==> src/rtl/button_conditioner.sv <==
// Push-button front end: per-bit 2-flop sync, debounce, press/release pulses, hold auto-repeat.
// Auto-repeat is built only when BTN_REPEAT_EN is defined; otherwise btn_repeat is tied low.
module button_conditioner #(
  parameter int N_BTN           = 5,
  parameter int DEBOUNCE_CYCLES = 4,
  parameter int REPEAT_DELAY    = 10,
  parameter int REPEAT_RATE     = 3
) (
  input  logic             clk,
  input  logic             resetn,
  input  logic [N_BTN-1:0] btn_raw,
  output logic [N_BTN-1:0] btn_level,
  output logic [N_BTN-1:0] btn_press,
  output logic [N_BTN-1:0] btn_release,
  output logic [N_BTN-1:0] btn_repeat
);

  localparam int CNT_W = $clog2(DEBOUNCE_CYCLES + 1);
  localparam logic [CNT_W-1:0] DEB_LAST = CNT_W'(DEBOUNCE_CYCLES - 1);

  // Elaboration-time guard against unusable timing parameters.
  if (DEBOUNCE_CYCLES < 1 || REPEAT_DELAY < 1 || REPEAT_RATE < 1 || REPEAT_RATE > REPEAT_DELAY) begin : g_param_check
    $error("button_conditioner: invalid DEBOUNCE_CYCLES/REPEAT_DELAY/REPEAT_RATE");
  end

  genvar gi;
  generate
    for (gi = 0; gi < N_BTN; gi++) begin : g_btn
      logic             sync1_reg;
      logic             sync2_reg;
      logic [CNT_W-1:0] cnt_reg;
      logic             level_reg;
      logic             press_reg;
      logic             release_reg;
      logic             differ;
      logic             toggle;

      assign differ = (sync2_reg != level_reg);
      // Toggle on the edge where the count would reach DEBOUNCE_CYCLES.
      assign toggle = differ && (cnt_reg == DEB_LAST);

      always_ff @(posedge clk or negedge resetn) begin
        if (!resetn) begin
          sync1_reg   <= 1'b0;
          sync2_reg   <= 1'b0;
          cnt_reg     <= '0;
          level_reg   <= 1'b0;
          press_reg   <= 1'b0;
          release_reg <= 1'b0;
        end else begin
          sync1_reg   <= btn_raw[gi];
          sync2_reg   <= sync1_reg;
          if (!differ || toggle) begin
            cnt_reg <= '0;
          end else begin
            cnt_reg <= cnt_reg + CNT_W'(1);
          end
          if (toggle) begin
            level_reg <= ~level_reg;
          end
          press_reg   <= toggle & ~level_reg;
          release_reg <= toggle & level_reg;
        end
      end

      assign btn_level[gi]   = level_reg;
      assign btn_press[gi]   = press_reg;
      assign btn_release[gi] = release_reg;

`ifdef BTN_REPEAT_EN
      localparam int HCNT_W = $clog2(REPEAT_DELAY + 1);
      localparam logic [HCNT_W-1:0] HOLD_LAST = HCNT_W'(REPEAT_DELAY - 1);
      localparam logic [HCNT_W-1:0] RELOAD    = HCNT_W'(REPEAT_DELAY - REPEAT_RATE);

      logic [HCNT_W-1:0] hcnt_reg;
      logic              repeat_reg;

      // A toggle in either direction clears the hold count, so a release edge
      // swallows any repeat that would have fired on it.
      always_ff @(posedge clk or negedge resetn) begin
        if (!resetn) begin
          hcnt_reg   <= '0;
          repeat_reg <= 1'b0;
        end else begin
          repeat_reg <= 1'b0;
          if (toggle) begin
            hcnt_reg <= '0;
          end else if (level_reg) begin
            if (hcnt_reg == HOLD_LAST) begin
              repeat_reg <= 1'b1;
              hcnt_reg   <= RELOAD;
            end else begin
              hcnt_reg <= hcnt_reg + HCNT_W'(1);
            end
          end
        end
      end

      assign btn_repeat[gi] = repeat_reg;
`else
      assign btn_repeat[gi] = 1'b0;
`endif
    end
  endgenerate

endmodule
==> config.mk <==
export PLATFORM = sky130hd
export DESIGN_NAME = button_conditioner
export DESIGN_NICKNAME = d
export VERILOG_FILES = /design/src/rtl/button_conditioner.sv
export SDC_FILE = /design/constraint.sdc
export NUM_CORES = 1
export LEC_CHECK = 0
export ABC_AREA = 1
export CELL_PAD_IN_SITES_DETAIL_PLACEMENT = 1
export CELL_PAD_IN_SITES_GLOBAL_PLACEMENT = 1
export CORE_AREA = 2 2 68 70
export DETAILED_ROUTE_END_ITERATION = 10
export DIE_AREA = 0 0 70 72
export PLACE_DENSITY_LB_ADDON = 0.05
export REMOVE_ABC_BUFFERS = 1
export SLEW_MARGIN = 20
export SYNTH_ARGS = -nofsm -noshare
export SYNTH_HDL_FRONTEND = slang
export SYNTH_SLANG_ARGS = --single-unit
==> constraint.sdc <==
create_clock -name clk -period 1.7 [get_ports clk]
set_clock_uncertainty 0.2 [all_clocks]
set_input_delay 0.17 -clock clk [delete_from_list [all_inputs] [get_ports clk]]
set_output_delay 0.17 -clock clk [all_outputs]
set_load 0.02 [all_outputs]
# Word level (Yosys, flattened, before mapping)
# Cells that the tools add are included.
dict set report op_classes {
  addsub 5
  n_eq_ne 10
  n_mux 5
  n_bitwise 15
  reduce_logical 15
}
# op count
set op_table {}
lappend op_table {{$add 3x1->3 const B} 5}
lappend op_table {{$eq 3x2->1 const B} 5}
lappend op_table {{$mux 3} 5}
lappend op_table {{$and 1x1->1} 10}
lappend op_table {{$logic_and 1x1->1} 5}
lappend op_table {{$logic_not 1->1} 5}
lappend op_table {{$logic_or 1x1->1} 5}
lappend op_table {{$ne 1x1->1} 5}
lappend op_table {{$not 1->1} 5}
dict set report word_totals {
  regBits 40
  in_bits 7
  output_inout_bits 20
  word_cells 80
}

# Logic depth before layout (Yosys ltp)
# Gate-level depths: netlist (run 1).
dict set report depth {
  word_depth 4
  depth_mapped 5
  ltp_nobuf 5
}

# Worst setup path before layout (run 1)
# Ideal clock, no wire load.
dict set report synth_path {
  path_type {register to register}
  from {register g_btn[0].cnt_reg[0]}
  to {register g_btn[0].cnt_reg[0]}
  setup_ns 0.071
  t_arrival_ns 0.942
  required_ns 1.429
  path_slack_ns 0.486
  path_stages_with_launch 6
  path_buffers 0
  synth_period_minus_slack_ns 1.214
  path_cell_list {dfrtp_1 > ha_1 > ha_1 > inv_1 > nand3_2 > nor2_1}
}
dict set report synth_between {
  elab_chain_cells 4
  word_cells_on_any_way 5
  classes_between {1 x add/sub; 1 x eq/ne; 1 x mux; 2 x reduce/logical}
}
# item line
set synth_rtl {}
lappend synth_rtl {{from (decl)} 31} ;# logic [CNT_W-1:0] cnt_reg;
lappend synth_rtl {{from (signal assigned)} 56} ;# cnt_reg <= cnt_reg + CNT_W'(1);
lappend synth_rtl {{parallel branches: the longest is 3 deep, another holds $add 3x1->3} --}
lappend synth_rtl {{$mux 3 (*)} 53} ;# if (!differ || toggle) begin
# Mark *: on every way between the ends.
# A chain may end at the register's enable or synchronous reset.

# Final worst setup path (run 1)
dict set report layout_path {
  from {register g_btn[2].press_reg}
  to {output btn_press[2]}
}
# item line
set layout_lines {}
lappend layout_lines {{from (decl)} 33} ;# logic press_reg;
lappend layout_lines {{from (signal assigned)} 61} ;# press_reg <= toggle & ~level_reg;
lappend layout_lines {{to (decl)} 13} ;# output logic [N_BTN-1:0] btn_press,
# No word-level cell between the ends.

==> results.toml, run 1 <==
[floorplan]
coreArea_mm2 = 0.00426
die_w_um = 70
std_cell_rows = 24
initial_utilization_pct = 40.0
die_area_mm2 = 0.00504
ios = 27
die_h_um = 72

[logic_synthesis]
synth_cell_type_count = 12
syn_area_mm2 = 0.00171
ys_warn_count = 0
yosysTopAreaCell = "dfrtp_1"
synthCells = 156
synth_area_leaders = "dfrtp_1 59%, ha_1 11%, buf_4 8.8%, inv_1 5.5%, nor2_1 3.3%"
synth_top_area_share_pct = 58.7
synth-seq-cells = 40
ys_seq_area_share_pct = 58.7
postSynthAreaPerCell_um2 = 10.9

[clocking]
cts_tree = "built"
clockRootBuffer = "clkbuf_8"
cts_htree_levels = 2
cts_made_buffers = 5
clkSlewWorstSetupHoldPaths_ns = 0.07
clock_sinks = 40
clk_latency_ns = 0.28
clockBufferDepth = 2

[placed_design]
place_ws_ns = 0.325
hpwl_mm = 2.05
placed_area_mm2 = 0.00186
numPortBuffers = 21
place_congestion = 0.759

[sta]
min_period_ns = 1.62
fin_ws_ns = 0.0846
setup-tns-final_ns = 0
rsz0062_at_grt = "no"
hold_viol = 0
finalCritPeriodShare_pct = 95.0
fmax_ghz = 0.619
finalSetupViolCount = 0
maxSlewViolCount = 0

[cells_and_area]
diodes = 0
fin_nets = 192
final_common_cell = "dfrtp_1"
fin_area_mm2 = 0.00196
largest_register_ffs = 15
layout_common_cells = "40 x dfrtp_1, 25 x inv_1, 15 x nor2_1, 15 x ha_1, 15 x clkdlybuf4s50_1"
layout-drive-gt1-share_pct = 13.5
fin_util_pct = 46.0
area_delta_synth_final_pct = 15.0

[critical_path]
worst_setup_path_end_kind = "output pin"
cp.arrival_ns = 1.25
required_ns = 1.33
crit_fanout = 1
critPathTopFamily = "buffers and inverters"
cpMaxStageDelayCell = "clkdlybuf4s50_1"
crit_type = "register to output pin"
slowest_delay_ns = 0.61
path_cells = "clkdlybuf4s50_1"
cp-start-kind = "register"
critPathBufInv = 1

[power]
swShare_pct = 33.3
powerDensity_mw_per_mm2 = 1360
p_sw_uw = 884
pwr-share-seq_pct = 48.4
power.internal_mw = 1.77
ir_drop_mv = 0.546
p_total_mw = 2.66
p_leak_nw = 1.02
clock_power_share_pct = 21.6
power_frac_comb_pct = 30.0

[detailed_routing]
routedWlPerCell_um = 11.8
drc = 0
drt-pass1-iter-count = 3
drtIter0Drc = 56
routed_via_density = 4.45
routed_wl_mm = 2.63
final_antenna_net_count = 0
vias = 988

[grt]
grt_pass1_vias = 1043
track_usage_pct = 12.3
grt_first_pass_wirelength_mm = 4.66
antenna_found_initial = 0
grt_max_degree = 23
grt-ovfl-total = 0

[flow_run]
drv_cap = 0

[outcome]
status = "finished clean"

[hold_path]
holdCritPathClass = "primary input to register"
[logic make-up after synthesis]
family	Yosys count	synth area share, %
AOI/OAI and AO/OA	5	1.47
adders and majority gates	15	11.0
buffers and inverters	50	15.4
DFF	40	58.7
other	1	0.220
and+or+nand+nor	45	13.2
[timing repair]
action                                 4_1_cts  5_1_grt
hold buffers                                 1        0
setup endpoints to repair                    0        5
resized for setup                            0        5
buffers inserted                             0        0
endpoints found under the hold margin       40        0
[Yosys cell counts (all sizes together)]
cell   count
nor2      15
buf       20
nand2     15
o21ai      5
conb       1
ha        15
dfrtp     40
inv       30
nand3      5
nor3      10
[per-stage QoR]
step           hold slack (ns)  std cells
2_1_floorplan           -0.326        140
3_3_place_gp           -0.0539        214
3_5_place_dp           -0.0525        214
4_1_cts                  0.110        222
5_1_grt                  0.100        222
6_report                 0.124        222
[per-layer routing]
metal / GRT usage (%) / vias to the layer above / share of wire (%)
met1: 13.4 / 492 / 41
li1: - / 472 / -
met2: 21.5 / 22 / 53
met5: 0 / - / 0
met3: 5.42 / 2 / 5.3
met4: 4.49 / 0 / 0.65
[area by class of cell]
type / instances / area, um^2
sequential: 40 / 1000
clock buffer: 6 / 72.6
fill: 481 / 2300
inverter: 30 / 113
tap: 52 / 65.1
multi-input combinational: 70 / 457
clock inverter: 1 / 5.00
timing repair buffer: 23 / 248
[power by group through the flow]
stage / logic [mW] / registers [mW] / clock network (mW)
final: 0.798 / 1.28 / 0.575
after global routing: 0.927 / 1.32 / 0.658
after CTS: 0.834 / 1.29 / 0.603
after detailed placement: 0.827 / 1.31 / 0
after global placement: 0.774 / 1.29 / 0
after floorplan: 0.450 / 1.37 / 0
[worst register-to-register path, delay by kind of cell, from the launching register on]
kind / cells / cell delay [ns]
adder cells (fa/ha/maj): 2 / 0.40
buffers and inverters: 1 / 0.06
flip-flops: 1 / 0.39
AND/OR/NAND/NOR: 2 / 0.22
[worst paths after layout]
path                                     start             endpoint  slack [ns]  cells past startpoint
setup / recovery            g_btn[2].press_reg         btn_press[2]        0.08                      1
hold / removal                      btn_raw[0]   g_btn[0].sync1_reg        0.12                      1
setup reg to reg           g_btn[4].cnt_reg[0]  g_btn[4].cnt_reg[2]        0.37                      5
hold reg to reg             g_btn[3].sync1_reg   g_btn[3].sync2_reg        0.15                      0
max in group asynchronous               resetn  g_btn[2].cnt_reg[0]        0.65                      3
min in group asynchronous               resetn   g_btn[0].level_reg        0.16                      2
(Power assumes the default switching activity.)
==> inputs of run 2 (changes only) <==
--- a/config.mk
+++ b/config.mk
@@ -12,4 +12,5 @@
 export DETAILED_ROUTE_END_ITERATION = 10
 export DIE_AREA = 0 0 70 72
+export GPL_ROUTABILITY_DRIVEN = 1
 export PLACE_DENSITY_LB_ADDON = 0.05
 export REMOVE_ABC_BUFFERS = 1
==> constraint.sdc (replaced) <==
create_clock -name clk -period 1.7 [get_ports clk]
set_clock_uncertainty 0.2 [all_clocks]
set_input_delay 0.17 -clock clk [delete_from_list [all_inputs] [get_ports clk]]
set_output_delay 0.17 -clock clk [all_outputs]
set_load 0.01 [all_outputs]
==> run 2 against run 1 <==
Sequential power about the same. Worst setup slack worse by 0.015 ns. Design area unchanged. Combinational power down 5.3%. Worst hold slack worse by 0.010 ns. Sequential share of layout area unchanged. Flip-flop and latch count unchanged. Die area unchanged. Global-route usage about the same. Clock-buffer cell count up 2. Final cell count up 0.45%. Critical endpoint is now btn_level[1]. Largest cell class unchanged. Largest power group unchanged. Highest routed layer unchanged.
==> results.toml, run 2 (same netlist as run 1, synthesis figures left out) <==
[placed_design]
hpwl_mm = 2.04
numPortBuffers = 21
place_congestion = 0.691

[grt]
track_usage_pct = 12.3
antenna_found_initial = 0
grt_pass1_vias = 1062
grt_max_degree = 24
grt-ovfl-total = 0
grt_first_pass_wirelength_mm = 4.60

[critical_path]
r2r_slack_ns = 0.33
r2r_end = "g_btn[2].level_reg"
critPathTopFamily = "buffers and inverters"
path_cells = "clkdlybuf4s50_1"
endpoint = "btn_level[1]"
slowest_delay_ns = 0.57
critPathBufInv = 1
worst_setup_path_end_kind = "output pin"
cpMaxStageDelayCell = "clkdlybuf4s50_1"
crit_fanout = 4
startpoint = "g_btn[1].level_reg"
cp-start-kind = "register"
r2r_cells = 3
required_ns = 1.33
crit_cells = 1
r2r-start = "g_btn[2].cnt_reg[0]"
cp.arrival_ns = 1.26
crit_type = "register to output pin"

[floorplan]
coreArea_mm2 = 0.00426
std_cell_rows = 24
die_area_mm2 = 0.00504
die_h_um = 72
die_w_um = 70
initial_utilization_pct = 40.0
ios = 27

[cells_and_area]
area_delta_synth_final_pct = 15.0
layout-drive-gt1-share_pct = 13.5
diodes = 0
largest_register_ffs = 15
fin_nets = 192
layout_common_cells = "40 x dfrtp_1, 25 x inv_1, 20 x clkdlybuf4s50_1"
final_common_cell = "dfrtp_1"

[sta]
finalSetupViolCount = 0
fmax_ghz = 0.613
finalCritPeriodShare_pct = 95.9
hold_viol = 0
maxSlewViolCount = 0
setup-tns-final_ns = 0
rsz0062_at_grt = "no"
min_period_ns = 1.63

[outcome]
status = "finished clean"

[clocking]
clock_sinks = 40
cts_resized = 0
cts_tree = "built"
cts_htree_levels = 2
clockRootBuffer = "clkbuf_8"
postCtsSetupRepairBufs = 0
cts_made_buffers = 5
clockBufferDepth = 2
clk_latency_ns = 0.29
clkSlewWorstSetupHoldPaths_ns = 0.07

[hold_path]
holdCritPathClass = "primary input to register"

[power]
powerDensity_mw_per_mm2 = 1370
p_total_mw = 2.68
ir_drop_mv = 0.514
p_leak_nw = 0.958

[detailed_routing]
routed_via_density = 4.39
drt-pass1-iter-count = 4
final_antenna_net_count = 0
drtIter0Drc = 15
drc = 0
vias = 979
routed_wl_mm = 2.64
routedWlPerCell_um = 11.8

[flow_run]
drv_cap = 0
==> run 2: changes by cell type in the layout (fill, tap and decap cells not counted) <==
cell / delta
clkinv_2: -1
clkbuf_8: +1
clkdlybuf4s50_1: +5
clkbuf_1: +1
dlymetal6s2s_1: -5
==> run 2: report_power, final <==
group | switching, mW | internal [mW]
logic | 0.421 | 0.335
clock network | 0.305 | 0.331
registers | 0.120 | 1.17
total | 0.845 | 1.84
==> run 2: final cells by class <==
class	count	area, um^2
timing repair buffer	23	235
multi-input combinational	70	457
sequential	40	1000
inverter	30	113
fill	480	2300
tap	52	65.1
clock buffer	8	90.1
==> run 2: worst min path at each step <==
stage               cells after the start                  end       start
floorplan                               0  g_btn[0].cnt_reg[0]      resetn
CTS                                     1   g_btn[3].sync1_reg  btn_raw[3]
global placement                        1   g_btn[0].press_reg      resetn
global route                            1   g_btn[2].sync1_reg  btn_raw[2]
finish                                  1   g_btn[2].sync1_reg  btn_raw[2]
detailed placement                      1   g_btn[0].press_reg      resetn
==> run 2: timing repair <==
item                                    4_1_cts  5_1_grt
endpoints found under the hold margin        40        0
endpoints found under the setup margin        0        0
hold buffers                                  1        0
==> run 2: metal layers <==
layer  share of wire [%]  vias to the layer above  routed length, um  global-route usage (%)
met1                  41                      479               1080                    13.4
met5                   0                        -                  0                       0
met2                  51                       25               1350                    20.7
li1                    -                      471                  -                       -
met3                 6.1                        4                161                    3.33
met4                 1.7                        0                 45                    9.40
==> run 2: stage by stage <==
stage               hold slack, ns  worst slack, ns  util (%)  cell area (um^2)  cells
detailed placement         -0.0633            0.360      43.6              1860    214
global route                 0.109           0.0133      46.0              1960    223
global placement           -0.0710            0.421      43.6              1860    214
CTS                          0.104           0.0501      46.0              1960    223
floorplan                   -0.326            0.486         -              1570    140
finish                       0.114           0.0700      46.0              1960    223
